## config.mk

```make
export PLATFORM = sky130hd
export DESIGN_NAME = mips_run_controller
export DESIGN_NICKNAME = d
export VERILOG_FILES = /design/src/rtl/mips_run_controller.sv
export SDC_FILE = /design/constraint.sdc
export NUM_CORES = 1
export LEC_CHECK = 0
export ABC_AREA = 0
export CORE_MARGIN = 2
export CORE_UTILIZATION = 40
export CTS_CLUSTER_SIZE = 20
export DETAILED_ROUTE_END_ITERATION = 10
export PLACE_DENSITY = 0.93
export SLEW_MARGIN = 5
export SYNTH_ARGS = -nofsm -noshare
export SYNTH_HDL_FRONTEND = slang
export SYNTH_SLANG_ARGS = --single-unit
```

## constraint.sdc

```tcl
create_clock -name clock -period 2.7 [get_ports clock]
set_input_delay 0.405 -clock clock [delete_from_list [all_inputs] [get_ports clock]]
set_output_delay 0.405 -clock clock [all_outputs]
set_load 0.005 [all_outputs]
```

## src/rtl/mips_run_controller.sv

```systemverilog
// mips_run_controller
// Sequences a single program run of the single-cycle MIPS32 core. It streams
// program words into instruction memory, holds the core in reset for one
// priming cycle, lets the core run, and stops on halt, timeout or fault.
// The status flags and counters stay visible after the run finishes.

module mips_run_controller #(
  parameter int IMEM_AW = 7,
  parameter int CYCLE_W = 32,
  parameter int TIMEOUT = 100000
) (
  input  logic               clock,
  input  logic               reset,
  input  logic               start,
  input  logic               load_valid,
  output logic               load_ready,
  input  logic [31:0]        load_data,
  input  logic               load_last,
  output logic               imem_wen,
  output logic [IMEM_AW-1:0] imem_waddr,
  output logic [31:0]        imem_wdata,
  input  logic [31:0]        core_raddr,
  input  logic               core_halted,
  output logic               core_reset,
  output logic               busy,
  output logic               done,
  output logic               timed_out,
  output logic               fault,
  output logic [CYCLE_W-1:0] cycle_count,
  output logic [IMEM_AW:0]   words_loaded
);

  typedef enum logic [2:0] {
    ST_IDLE  = 3'd0,
    ST_LOAD  = 3'd1,
    ST_PRIME = 3'd2,
    ST_RUN   = 3'd3,
    ST_DONE  = 3'd4
  } state_t;

  // The last legal word index. Accepting a non-final word at this index
  // means the program does not fit in imem.
  localparam logic [IMEM_AW:0]   WORDS_MAX   = (IMEM_AW+1)'((2 ** IMEM_AW) - 1);
  localparam logic [IMEM_AW:0]   WORDS_ONE   = (IMEM_AW+1)'(1);
  // Fetches at or beyond this word address fall outside imem.
  localparam logic [31:0]        IMEM_WORDS  = 32'(2 ** IMEM_AW);
  localparam logic [CYCLE_W-1:0] CYCLE_ONE   = CYCLE_W'(1);
  localparam logic [CYCLE_W-1:0] CYCLE_ZERO  = CYCLE_W'(0);
  localparam logic [CYCLE_W-1:0] TIMEOUT_M1  = CYCLE_W'(TIMEOUT - 1);
  localparam logic [CYCLE_W-1:0] TIMEOUT_VAL = CYCLE_W'(TIMEOUT);

  state_t             state_r;
  state_t             state_s;
  logic [IMEM_AW:0]   words_loaded_r;
  logic [IMEM_AW:0]   words_loaded_s;
  logic [CYCLE_W-1:0] cycle_count_r;
  logic [CYCLE_W-1:0] cycle_count_s;
  logic               timed_out_r;
  logic               timed_out_s;
  logic               fault_r;
  logic               fault_s;
  logic               core_reset_r;
  logic               busy_r;
  logic               done_r;
  logic               load_ready_s;
  logic               accept_s;
  logic               raddr_oor_s;

  // Load handshake and imem write port. These are combinational so that a
  // word can be written in the same cycle it is accepted.
  always_comb begin
    load_ready_s = (state_r == ST_LOAD);
    accept_s     = load_ready_s & load_valid;
    raddr_oor_s  = (core_raddr >= IMEM_WORDS);
  end

  assign load_ready = load_ready_s;
  assign imem_wen   = accept_s;
  assign imem_waddr = words_loaded_r[IMEM_AW-1:0];
  assign imem_wdata = load_data;

  // Next-state logic and next values for the counters and status flags.
  always_comb begin
    state_s        = state_r;
    words_loaded_s = words_loaded_r;
    cycle_count_s  = cycle_count_r;
    timed_out_s    = timed_out_r;
    fault_s        = fault_r;
    case (state_r)
      ST_IDLE, ST_DONE: begin
        if (start) begin
          state_s        = ST_LOAD;
          words_loaded_s = '0;
          cycle_count_s  = CYCLE_ZERO;
          timed_out_s    = 1'b0;
          fault_s        = 1'b0;
        end else begin
          state_s = state_r;
        end
      end
      ST_LOAD: begin
        if (accept_s) begin
          words_loaded_s = words_loaded_r + WORDS_ONE;
          if (load_last) begin
            state_s = ST_PRIME;
          end else if (words_loaded_r == WORDS_MAX) begin
            fault_s = 1'b1;
            state_s = ST_DONE;
          end else begin
            state_s = ST_LOAD;
          end
        end else begin
          state_s = ST_LOAD;
        end
      end
      ST_PRIME: begin
        cycle_count_s = CYCLE_ZERO;
        state_s       = ST_RUN;
      end
      ST_RUN: begin
        // Halt takes priority over both the range fault and the timeout.
        if (core_halted) begin
          state_s = ST_DONE;
        end else if (raddr_oor_s) begin
          fault_s = 1'b1;
          state_s = ST_DONE;
        end else if (cycle_count_r == TIMEOUT_M1) begin
          cycle_count_s = TIMEOUT_VAL;
          timed_out_s   = 1'b1;
          state_s       = ST_DONE;
        end else begin
          cycle_count_s = cycle_count_r + CYCLE_ONE;
          state_s       = ST_RUN;
        end
      end
      default: begin
        state_s = ST_IDLE;
      end
    endcase
  end

  // State, counters and registered outputs. The state-derived outputs are
  // computed from the next state so they line up with the state register.
  always_ff @(posedge clock) begin
    if (reset) begin
      state_r        <= ST_IDLE;
      words_loaded_r <= '0;
      cycle_count_r  <= CYCLE_ZERO;
      timed_out_r    <= 1'b0;
      fault_r        <= 1'b0;
      core_reset_r   <= 1'b1;
      busy_r         <= 1'b0;
      done_r         <= 1'b0;
    end else begin
      state_r        <= state_s;
      words_loaded_r <= words_loaded_s;
      cycle_count_r  <= cycle_count_s;
      timed_out_r    <= timed_out_s;
      fault_r        <= fault_s;
      core_reset_r   <= (state_s != ST_RUN);
      busy_r         <= (state_s == ST_LOAD) || (state_s == ST_PRIME) || (state_s == ST_RUN);
      done_r         <= (state_s == ST_DONE);
    end
  end

  assign core_reset   = core_reset_r;
  assign busy         = busy_r;
  assign done         = done_r;
  assign timed_out    = timed_out_r;
  assign fault        = fault_r;
  assign cycle_count  = cycle_count_r;
  assign words_loaded = words_loaded_r;

endmodule

```

; ---- After elaboration in Yosys (flattened, before gate mapping)
; Cells that the tools add are included.
[word_totals]
reg_bits = 48
out_inout_bits = 86
wordCells = 70
[classes]
n_addsub = 2
n_lt_le_gt_ge = 1
n_eq_ne = 19
n_mux = 27
bitwise_logic = 1
reduce_logical = 12
[op_table]
columns = op, count
row1 = 32-bit two-way mux, 4
row2 = 32-bit case mux with 3 select lines, 1
row3 = "32-bit by 1-bit adder with 32-bit output, second input constant", 1
row4 = "32-bit by 17-bit == test with 1-bit output, second input constant", 1
row5 = "32-bit by 8-bit greater-or-equal comparator with 1-bit output, second input constant", 1
row6 = 3-bit two-way mux, 7
row7 = 8-bit two-way mux, 2
row8 = 8-bit case mux with 2 select lines, 1
row9 = "3-bit by 2-bit == test with 1-bit output, second input constant", 4
row10 = "2-bit inequality test, second input constant", 6
row11 = 3-bit case mux with 4 select lines, 1
row12 = 1-bit two-way mux, 9
row13 = "8-bit by 1-bit adder with 8-bit output, second input constant", 1
row14 = "8-bit by 7-bit == test with 1-bit output, second input constant", 1
row15 = 7-bit AND reduction, 1
row16 = "3-bit by 1-bit == test with 1-bit output, second input constant", 2
row17 = "3-bit == test, second input constant", 2
row18 = 3-bit nonzero test, 2
row19 = 5-bit AND reduction, 1
row20 = "2-bit by 1-bit inequality test with 1-bit output, second input constant", 2
row21 = 4-bit AND reduction, 1
row22 = 2-bit nonzero test, 2
row23 = 3-bit logical NOT, 1
row24 = "3-bit by 2-bit inequality test with 1-bit output, second input constant", 1
row25 = 6 further kinds, 7

; ---- Depth between registers and ports, before layout
[depth]
word_depth = 8
ltp_mapped = 7

; ---- Worst setup path before layout
; Ideal clock, no wire load.
[synth_timing]
path_type = flip-flop to flip-flop
from = register cycle_count_r[6], in the netlist cycle_count[6]
to = register busy_r, in the netlist busy
setup_time_ns = 0.122
arrival_ns = 2.160
t_required_ns = 2.578
setup_slack_ns = 0.418
stages_incl_launch_ff = 7
period_less_slack_ns = 2.282
path_cell_list = dfxtp_1 -> or4b_1 -> or4_4 -> nor4_4 -> buf_6 -> nor3_1 -> o311a_1
[synth_between]
elab_chain_len = 8
word_cells_on_any_way = 10
classes_between = 4 x eq/ne / 4 x mux / 2 x reduce/logical
[synth_rtl]
columns = item, line_no
row1 = start: declaration, 56  ; logic [CYCLE_W-1:0] cycle_count_r;
row2 = start signal: assignment, 157  ; cycle_count_r <= cycle_count_s;
row3 = 32-bit by 17-bit == test with 1-bit output *, 127  ; end else if (cycle_count_r == TIMEOUT_M1) begin
row4 = 3-bit two-way mux *, 127
row5 = 3-bit two-way mux *, 124  ; end else if (raddr_oor_s) begin
row6 = 3-bit two-way mux *, 122  ; if (core_halted) begin
row7 = 3-bit case mux with 4 select lines *, 89  ; case (state_r)
row8 = 3-bit by 1-bit == test with 1-bit output / 3-bit by 2-bit == test with 1-bit output (equally long branches), 161  ; busy_r <= (state_s == ST_LOAD) || (state_s == ST_PRIME) || (state_s == ST_RUN);
row9 = 1-bit logical OR, 161
row10 = 1-bit logical OR *, 161
row11 = end signal: assignment, 161
row12 = end: declaration, 63  ; logic busy_r;
; Every way passes the cells marked *; elsewhere a longest branch is shown, timed or not.
; A chain may end at the register's enable or synchronous reset.

; ---- Worst setup path after layout
[layout_timing]
from = register cycle_count_r[7], in the netlist cycle_count[7]
to = register busy_r, in the netlist busy
; Same word-level chain as after synthesis.

==> results.sh <==
export IMPL_drive_gt1_share_pct=9.906
export IMPL_gp_congestion=0.8698
export IMPL_core_mm2=0.007176
export IMPL_grt_overflow=0
export IMPL_clock_sinks=48
export IMPL_antenna_left=0
export IMPL_routedWlPerCell_um=16.37
export IMPL_die_h_um=89.67
export IMPL_placed_cells=516
export IMPL_rsz0062_at_grt="no"
export IMPL_required_ns=2.90
export IMPL_area_delta_synth_final_pct=30.18
export IMPL_io_pins=156
export IMPL_clkSlewWorstSetupHoldPaths_ns=0.09
export IMPL_cp_start_kind="flip-flop"
export IMPL_met1_usage_pct=25.35
export IMPL_synth_simple_area_share_pct=29.62
export IMPL_gr_max_usage_layer="met2"
export IMPL_worstSkewPairLatency_ns=0.31
export IMPL_hp_start="fault"
export IMPL_ys_ff_latch=48
export IMPL_cp_end_kind="flip-flop"
export IMPL_stdcell_count=523
export IMPL_path_cells="or4b_1 -> or4_4 -> nor4_4 -> buf_4 -> nor3_1 -> o311a_1"
export IMPL_crit_path_top_delay_cell="or4_4"
export IMPL_crit_start="cycle_count[7]"
export IMPL_synth_top_area_cell="dfxtp_1"
export IMPL_post_cts_setup_buffers=0
export IMPL_tns_ns=0
export IMPL_peakVddDrop_v=0.0001770
export IMPL_yosysMostFrequentCell="dfxtp_1"
export IMPL_yosysWarnings=0
export IMPL_async_flop_share_pct=0
export IMPL_drc=0
export IMPL_final_setup_viol_count=0
export IMPL_synth_top_area_share_pct=32.74
export IMPL_ys_seq_area_share_pct=32.74
export IMPL_synth_compound_area_share_pct=20.89
export IMPL_critPathKind="flip-flop to flip-flop"
export IMPL_powerDensity_mw_per_mm2=361.2
export IMPL_hpwl_um=6281
export IMPL_grt_use_met3_pct=4.205
export IMPL_rrSetupSlack_ns=0.24
export IMPL_worstPathArrival_ns=2.65
export IMPL_grt_pass1_wl_um=13370
export IMPL_max_cap_violations=0
export IMPL_dr_pass1_iters=5
export IMPL_max_stage_delay_ns=0.51
export IMPL_wl_um=8561
export IMPL_die_w_um=89.67
export IMPL_first_iter_violations=184
export IMPL_grt_pass1_vias=2957
export IMPL_synth_nets=437
export IMPL_cp_top_family="simple AND/OR/NAND/NOR gates"
export IMPL_io_buffers=84
export IMPL_syn_inst=365
export IMPL_critPathMaxFanout=8
export IMPL_cts_root_buf="clkbuf_8"
export IMPL_cts_inserted_buffers=5
export IMPL_synth_xor_area_share_pct=1.790
export IMPL_row_count=31
export IMPL_synthMuxAreaShare_pct=0
export IMPL_period_minus_slack_ns=2.456
export IMPL_postLayoutCoreUtil_pct=53.25
export IMPL_met2_usage_pct=36.23
export IMPL_synth_top_family_by_area="simple AND/OR/NAND/NOR gates"
export IMPL_drv_slew=0
export IMPL_clockBufferDepth=2
export IMPL_synth_edf_count=0
export IMPL_antenna_cells=0
export IMPL_fin_skew_ns=0.01353
export IMPL_layout_nets=496
export IMPL_vias_per_cell=5.979
export IMPL_worst_slack_ns=0.2438
export IMPL_critical_path_buf_inv_count=1
export IMPL_p_leak_nw=1.189
export IMPL_max_freq_mhz=407.1
export IMPL_grt_usage_pct=20.78
export IMPL_synth_commonest_cells="48 x dfxtp_1, 41 x buf_4, 36 x a21oi_1, 28 x nand2_1, 24 x o31ai_1"
export IMPL_synthAdderAreaFrac_pct=0.8525
export IMPL_ys_top_cells_by_area="dfxtp_1 33%, buf_4 10%, a21oi_1 6.1%"
export IMPL_worstMarginPinSlew_ns=0.5674
export IMPL_yosys_most_used_dff="dfxtp_1"
export IMPL_synth_cell_type_count=52
export IMPL_reg2reg_from="cycle_count[7]"
export IMPL_hold_buffers=0
export IMPL_die_area_mm2=0.008040
export IMPL_grt_max_degree=34
export IMPL_dr_total_vias=3127
export IMPL_syn_area_mm2=0.002935
export IMPL_tritoncts="done"
export IMPL_fin_crit_sh_pct=90.97
export IMPL_ctsResizeCount=0
export IMPL_antenna_found_initial=0
export IMPL_dpl_worst_slack_ns=0.05199
export IMPL_fin_hold_ws_ns=0.4574
export IMPL_relSlewSlack_pct=61.82
export IMPL_finalHoldViolCount=0
export IMPL_avgSynthCellArea_um2=8.042
export IMPL_floorplan_initialDensity_pct=40.91
export IMPL_htree_levels=2
export IMPL_hold_class="flip-flop to flip-flop"
export IMPL_status="finished, final reports clean"
[per-stage QoR]
stage / power, mW / area, µm²
final: 1.380 / 3821
after global routing: 1.430 / 3821
after CTS: 1.383 / 3821
after detailed placement: 0.9662 / 3740
after global placement: 0.9604 / 3740
after floorplan: 0.8852 / 2935
[where the power goes]
part	switching, mW	total (mW)	internal, mW
Combinational	0.111	0.225	0.114
Sequential	0.0118	0.729	0.717
Clock	0.250	0.426	0.176
Total	0.373	1.38	1.01
[cell usage in the layout, fill, tap and decap left out, types with 12 or more instances in the layout]
cell type         n
nor4_1           12
or4_1            23
a21oi_1          35
dfxtp_1          48
nor2_1           18
o31ai_1          24
buf_4            23
clkdlybuf4s50_1  84
nand3_1          17
nand2_1          28
[layer usage]
| metal | vias to the layer above | share of wire [%] |
|---|---|---|
| li1 | 1478 | - |
| met1 | 1485 | 42 |
| met3 | 19 | 6.4 |
| met4 | 0 | 1.6 |
| met5 | - | 0 |
| met2 | 145 | 50 |
[layout make-up]
class                   instances  area [µm²]
clock buffers                   5       68.82
clock inverters                 2       12.51
fillers                       639        3354
inverters                      10       37.54
multi-input cells             250        1564
flip-flops and latches         48       960.9
well taps                      99       123.9
repair buffers                109        1054
[cells by family (layout without fill, tap and decap cells)]
kind of cell	after synthesis	in the layout
adder cells (fa/ha/maj)	2	2
AO/OA/AOI/OAI	95	95
flip-flops	48	48
AND/OR/NAND/NOR	147	147
buffers and inverters	67	126
XOR/XNOR	6	6
[sequential cells by signal, summed over array words and instances (netlist names)]
signal        cells
core_reset        1
done              1
words_loaded      8
timed_out         1
cycle_count      32
fault             1
state_r           3
busy              1
[tightest hold or removal path, cell delays in order, from the launching register on]
cell,delay [ns]
dfxtp_1,0.32
inv_1,0.05
a21oi_1,0.05
[worst paths after layout]
kind / endpoint / cells past startpoint
hold / removal: fault / 2
setup / recovery: busy / 6
setup reg to reg: busy / 6
hold reg to reg: fault / 2
Note: power is estimated with default switching activity, not from simulation.
